[config.mk]
export PLATFORM = sky130hd
export DESIGN_NAME = disp_ctrl
export DESIGN_NICKNAME = d
export VERILOG_FILES = /design/src/rtl/disp_ctrl.sv
export SDC_FILE = /design/constraint.sdc
export NUM_CORES = 1
export LEC_CHECK = 0
export CORE_MARGIN = 3
export CORE_UTILIZATION = 45
export DETAILED_ROUTE_END_ITERATION = 10
export GPL_ROUTABILITY_DRIVEN = 0
export PLACE_DENSITY = 0.75
export SLEW_MARGIN = 20
export SYNTH_ARGS = -nofsm -noshare
export SYNTH_HDL_FRONTEND = slang
export SYNTH_SLANG_ARGS = --single-unit
[constraint.sdc]
create_clock -name clk -period 1.96 [get_ports clk]
set_input_delay 0.392 -clock clk [delete_from_list [all_inputs] [get_ports clk]]
set_output_delay 0.392 -clock clk [all_outputs]
set_load 0.02 [all_outputs]
[src/rtl/disp_ctrl.sv]
// disp_ctrl: memory-mapped value register driving a 4-digit multiplexed 7-segment display.
// Build option DISP_DEC_EN selects signed-decimal display via double-dabble; default shows hex.
module disp_ctrl #(
  parameter int DATA_W      = 16,
  parameter int REFRESH_DIV = 50000
) (
  input  logic              clk,
  input  logic              rst,
  input  logic              sel,
  input  logic              we,
  input  logic [DATA_W-1:0] data_in,
  output logic [DATA_W-1:0] data_out,
  output logic              busy,
  output logic [7:0]        Disp,
  output logic [3:0]        Disp_sel
);
  localparam int CNT_W = $clog2(REFRESH_DIV);
  localparam logic [CNT_W-1:0] CNT_MAX = CNT_W'(REFRESH_DIV - 1);

  logic              wr_en;
  logic [DATA_W-1:0] value_q, value_d;
  logic [CNT_W-1:0]  cnt_q, cnt_d;
  logic [1:0]        idx_q, idx_d;
  logic [7:0]        disp_q, disp_d;
  logic [3:0]        disp_sel_q, disp_sel_d;
  logic [3:0]        nib;

  function automatic logic [7:0] glyph(input logic [3:0] n);
    case (n)
      4'h0: glyph = 8'hC0;
      4'h1: glyph = 8'hF9;
      4'h2: glyph = 8'hA4;
      4'h3: glyph = 8'hB0;
      4'h4: glyph = 8'h99;
      4'h5: glyph = 8'h92;
      4'h6: glyph = 8'h82;
      4'h7: glyph = 8'hF8;
      4'h8: glyph = 8'h80;
      4'h9: glyph = 8'h90;
      4'hA: glyph = 8'h88;
      4'hB: glyph = 8'h83;
      4'hC: glyph = 8'hC6;
      4'hD: glyph = 8'hA1;
      4'hE: glyph = 8'h86;
      default: glyph = 8'h8E;
    endcase
  endfunction

  assign wr_en    = sel && we;
  assign data_out = value_q;
  assign Disp     = disp_q;
  assign Disp_sel = disp_sel_q;

  // The digit index only advances when the refresh counter wraps, so each digit stays lit REFRESH_DIV cycles.
  always_comb begin
    value_d    = wr_en ? data_in : value_q;
    cnt_d      = (cnt_q == CNT_MAX) ? '0 : cnt_q + 1'b1;
    idx_d      = (cnt_q == CNT_MAX) ? idx_q + 2'd1 : idx_q;
    disp_sel_d = ~(4'b0001 << idx_q);
  end

`ifdef DISP_DEC_EN
  localparam int BIT_W = $clog2(DATA_W);
  localparam logic [BIT_W-1:0] BIT_MAX = BIT_W'(DATA_W - 1);

  typedef enum logic {IDLE, CONV} state_t;

  state_t            state_q, state_d;
  logic [19:0]       bcd_q, bcd_d, bcd_adj, bcd_shift;
  logic [DATA_W-1:0] bin_q, bin_d, mag;
  logic [BIT_W-1:0]  bit_q, bit_d;
  logic              neg_q, neg_d;
  logic              busy_q, busy_d;
  logic              disp_neg_q, disp_neg_d;
  logic [19:0]       disp_bcd_q, disp_bcd_d;

  // A new write always restarts the conversion; the shown result only changes when a conversion completes.
  always_comb begin
    for (int k = 0; k < 5; k++) begin
      bcd_adj[4*k +: 4] = (bcd_q[4*k +: 4] >= 4'd5) ? bcd_q[4*k +: 4] + 4'd3 : bcd_q[4*k +: 4];
    end
    bcd_shift  = {bcd_adj[18:0], bin_q[DATA_W-1]};
    mag        = data_in[DATA_W-1] ? (~data_in + 1'b1) : data_in;
    state_d    = state_q;
    bcd_d      = bcd_q;
    bin_d      = bin_q;
    bit_d      = bit_q;
    neg_d      = neg_q;
    disp_neg_d = disp_neg_q;
    disp_bcd_d = disp_bcd_q;
    if (wr_en) begin
      state_d = CONV;
      bcd_d   = '0;
      bin_d   = mag;
      bit_d   = '0;
      neg_d   = data_in[DATA_W-1];
    end else if (state_q == CONV) begin
      bcd_d = bcd_shift;
      bin_d = bin_q << 1;
      bit_d = bit_q + 1'b1;
      if (bit_q == BIT_MAX) begin
        state_d    = IDLE;
        disp_neg_d = neg_q;
        disp_bcd_d = bcd_shift;
      end
    end
    busy_d = (state_d == CONV);
  end

  always_comb begin
    case (idx_q)
      2'd0:    nib = disp_bcd_q[3:0];
      2'd1:    nib = disp_bcd_q[7:4];
      default: nib = disp_bcd_q[11:8];
    endcase
    if (idx_q == 2'd3)            disp_d = disp_neg_q ? 8'hBF : 8'hFF;
    else if (|disp_bcd_q[19:12])  disp_d = 8'h86;
    else                          disp_d = glyph(nib);
  end

  assign busy = busy_q;
`else
  always_comb begin
    case (idx_q)
      2'd0:    nib = value_q[3:0];
      2'd1:    nib = value_q[7:4];
      2'd2:    nib = value_q[11:8];
      default: nib = value_q[15:12];
    endcase
    disp_d = glyph(nib);
  end

  assign busy = 1'b0;
`endif

  always_ff @(posedge clk or posedge rst) begin
    if (rst) begin
      value_q    <= '0;
      cnt_q      <= '0;
      idx_q      <= 2'd0;
      disp_q     <= 8'hC0;
      disp_sel_q <= 4'b1110;
`ifdef DISP_DEC_EN
      state_q    <= IDLE;
      bcd_q      <= '0;
      bin_q      <= '0;
      bit_q      <= '0;
      neg_q      <= 1'b0;
      busy_q     <= 1'b0;
      disp_neg_q <= 1'b0;
      disp_bcd_q <= '0;
`endif
    end else begin
      value_q    <= value_d;
      cnt_q      <= cnt_d;
      idx_q      <= idx_d;
      disp_q     <= disp_d;
      disp_sel_q <= disp_sel_d;
`ifdef DISP_DEC_EN
      state_q    <= state_d;
      bcd_q      <= bcd_d;
      bin_q      <= bin_d;
      bit_q      <= bit_d;
      neg_q      <= neg_d;
      busy_q     <= busy_d;
      disp_neg_q <= disp_neg_d;
      disp_bcd_q <= disp_bcd_d;
`endif
    end
  end
endmodule

==> impl_summary.md <==
Worst setup path
The depth of the most critical reg-to-reg path is 7. In this run the critical register-to-register path is launched from idx_q[1]. The worst setup path is of the reg2reg kind. Data arrives at the worst endpoint at 2.16 ns. In this run the worst path has a maximum fanout of 4. The critical path depth is 7. The count of buffer and inverter cells on the critical path is 2. The cell type of the slowest stage on the worst timing path is dfrtp_2. The worst setup path is launched from a flip-flop. The register-to-register path setup slack is -0.009 ns. The launching instance or port of the critical path is idx_q[1]. STA classifies the critical path endpoint as a flip-flop. The cell family contributing the most delay on the critical path is compound AO/OA/AOI/OAI gates. In this design, the stage delay of the slowest critical-path cell is around 0.44 ns. The critical path ends at Disp[0]. The data required time at the worst endpoint is 2.15 ns. Walking the worst path, the cells encountered are inv_4 -> ha_4 -> buf_6 -> a222oi_1 -> mux2i_1 -> xnor2_1 -> a221o_1. The endpoint identified for the worst register-to-register timing path is Disp[0].

Logic synthesis
After technology mapping, the gate count stands at 181. Counting flops and latches in the post-synthesis netlist gives between 40 and 50. The number of synthesized flops with an enable pin is 0.

In the synthesized netlist the async set-or-reset flop fraction comes to 1.00. Dividing the synthesized area by the synthesized cell count gives 12.1 sq um. For this run, the register share of the synthesized area comes to 0.517. The post-synthesis instance area is between 2000 and 2500 sq um. Counting distinct cell types in the post-synthesis netlist gives 37.

The synthesized netlist net count is roughly 210. For this run, the leading register cell type out of synthesis is dfrtp_1. The number of warnings reported in the yosys synthesis log is 0.

Placed design
The post-detailed-placement half-perimeter wirelength is about 3.2 mm. Port buffering added 46 buffers. The cell total after placement is 301.

Outcome
The checks that failed: setup timing. The flow ran to the end, but the final reports show violations.

Layout
The filler cells instantiated in the layout total between 300 and 400. The final cell utilization of the core is 0.671. The post-route non-filler standard cell count is between 300 and 400.

The number of diodes added for antenna fixing is 0. In the final layout, the share of cells above drive strength 1 is 0.275. In the layout the commonest cells are clkdlybuf4s50_1 (46), dfrtp_1 (39), mux2_2 (17).

The area growth from synthesis to layout is 39.0%. The commonest non-fill, non-tap cell in the layout is clkdlybuf4s50_1. The final net count is approximately 280.

Global route
Across every metal layer, demand over resource in global routing totals 0.158. The largest net degree at the start of global routing is 46. The total congestion overflow is 0. The initial antenna violation count is 0. The via count of the first global-routing pass was approximately 1.4k. The first global-routing pass estimated between 6 and 7 mm of wire.

Die
For this configuration, the core starts out at a cell density of 0.483. The area inside the core boundary is roughly 4500 sq um. The vertical die dimension is 75.8 microns. The width of the chip is around 76 microns. The area enclosed by the die boundary is around 5700 sq um.

The number of primary I/O pins is 49. Row generation in the floorplan step produced 24 rows.

Detailed routing
The mean routed wirelength per cell is between 10 and 15 microns. The wire length after detailed routing is ~4.4 mm. The number of remaining DRC errors is 0. The count of nets left with antenna violations once routing finished came out at 0. Before antenna repair, the detailed router went through 4 iterations.

The number of vias in the routed layout is ~1.5k. The average via count per standard cell is between 4 and 5. The iteration-0 DRC count of the detailed router is between 40 and 50.

Power and ir drop
The total power divided by cell area is approximately 750 nW/um^2. The power consumption is around 2.3 mW. The peak supply drop is roughly 0.42 mV. The static leakage power is 1.34 nW.

STA
Hold timing on the final database bottoms out at a slack of a little over 0.4 ns. Setup repair after global routing could not meet its margin everywhere. The final critical-path setup slack is -0.00947 ns. Dividing the final minimum period by the clock period gives 1.00. Setup violations remaining at the end of the flow were counted as 1. For the finished layout, the period the worst path requires is 1.97 ns. The number of hold violations in the final report is 0. The setup clock skew after layout is between 0.01 and 0.015 ns.

Summed over all failing endpoints, the final setup total negative slack is -0.00947 ns. The max-slew violation total from the final report is 0. Derived from the worst setup path, the maximum achievable clock frequency is just over 500 MHz.

Clock tree
The number of clock buffers added by TritonCTS is 5. The master cell of the clock root buffer is clkbuf_8. The clock-pin slew on the worst setup and hold paths is roughly 0.09 ns.

The number of sinks driven by the clock tree is 45. The maximum number of buffers from clock root to sink is 2. The H-tree generated during clock tree synthesis spans 2 levels.

The clock tree from TritonCTS is yes. Clock latency on the worst-skew pair, taken at its later pin, is ~0.3 ns.

Min path
The kind of path behind the tightest hold check is in2async.

Job
The tool flagged a number of max-cap violations equal to 0.
-- stage by stage --
stage | setup WS (ns) | cell area, sq um
CTS | -0.00874 | 2940
global placement | 0.0216 | 2840
global route | -0.193 | 3040
floorplan | 0.00125 | 2210
detailed placement | -0.0630 | 2840
finish | -0.00947 | 3040
-- state kept, by name (all words and copies together), names as in the netlist --
| signal | count |
|---|---|
| Disp_sel | 4 |
| data_out | 16 |
| idx_q | 2 |
| Disp | 7 |
| cnt_q | 16 |
-- cell type report --
class                      instances  area, sq um  area share
clock buffer                       5         68.8      0.0226
multi-input combinational        115         1050       0.345
clock inverter                     3         17.5     0.00575
sequential                        45         1130       0.372
tap                               65         81.3      0.0267
timing repair buffer              64          631       0.207
inverter                          15         61.3      0.0201
-- logic make-up (layout without fill, tap and decap cells) --
kind of cell / after synthesis / count (layout) / share of synthesized area
xor gates and xnor gates: 13 / 13 / 0.0520
and+or+nand+nor: 44 / 44 / 0.122
muxes: 29 / 29 / 0.143
DFF: 45 / 45 / 0.517
other: 2 / 2 / 0.00343
AOI/OAI and AO/OA: 15 / 15 / 0.0480
buffers and inverters: 21 / 87 / 0.0463
adders and majority gates: 12 / 12 / 0.0686
-- how the worst min path moves through the flow --
stage                        end  cells after the start
finish                   Disp[3]                      3
CTS                 data_out[11]                      3
detailed placement      cnt_q[0]                      1
global route        data_out[15]                      3
floorplan               cnt_q[0]                      1
global placement        cnt_q[0]                      1
-- worst register-to-register path, stage by stage (launching register included) --
cell and delay, ns:
dfrtp_2 0.44, inv_4 0.07, ha_4 0.16, buf_6 0.11
a222oi_1 0.38, mux2i_1 0.24, xnor2_1 0.18, a221o_1 0.29
-- metal layers --
layer,track usage,part of all wire,vias up
li1,-,-,755
met1,0.194,0.44,713
met2,0.269,0.50,33
met3,0.0409,0.045,6
met4,0.0524,0.013,0
met5,0,0,-
-- report_power, final --
| part | internal [mW] | switching (mW) | total [mW] |
|---|---|---|---|
| combinational | 0.346 | 0.303 | 0.649 |
| clock | 0.246 | 0.307 | 0.553 |
| sequential | 1.02 | 0.0516 | 1.07 |
-- synth_stat cells (all sizes together) (2+ instances only) --
cell	instances	area, sq um
a21oi	2	10.0
a222oi	3	30.0
and2	2	12.5
and3	3	18.8
and4	2	17.5
buf	4	37.5
clkbuf	2	7.51
conb	2	7.51
dfrtp	41	1030
dfstp	4	105
ha	12	150
inv	15	56.3
mux2	18	203
mux2i	11	110
nand2	9	33.8
nand3	6	35.0
nand4	3	18.8
nor2	8	30.0
o21ai	3	15.0
o22ai	4	25.0
or3	2	12.5
or4b	2	27.5
xnor2	7	61.3
xor2	6	52.6
-- what timing repair did --
action,4_1_cts,5_1_grt
gates cloned,0,1
hold buffers,0,0
buffers inserted,0,2
endpoints found under the setup margin,7,7
resized for setup,7,15
pin swaps,3,7
(Power assumes the default switching activity.)
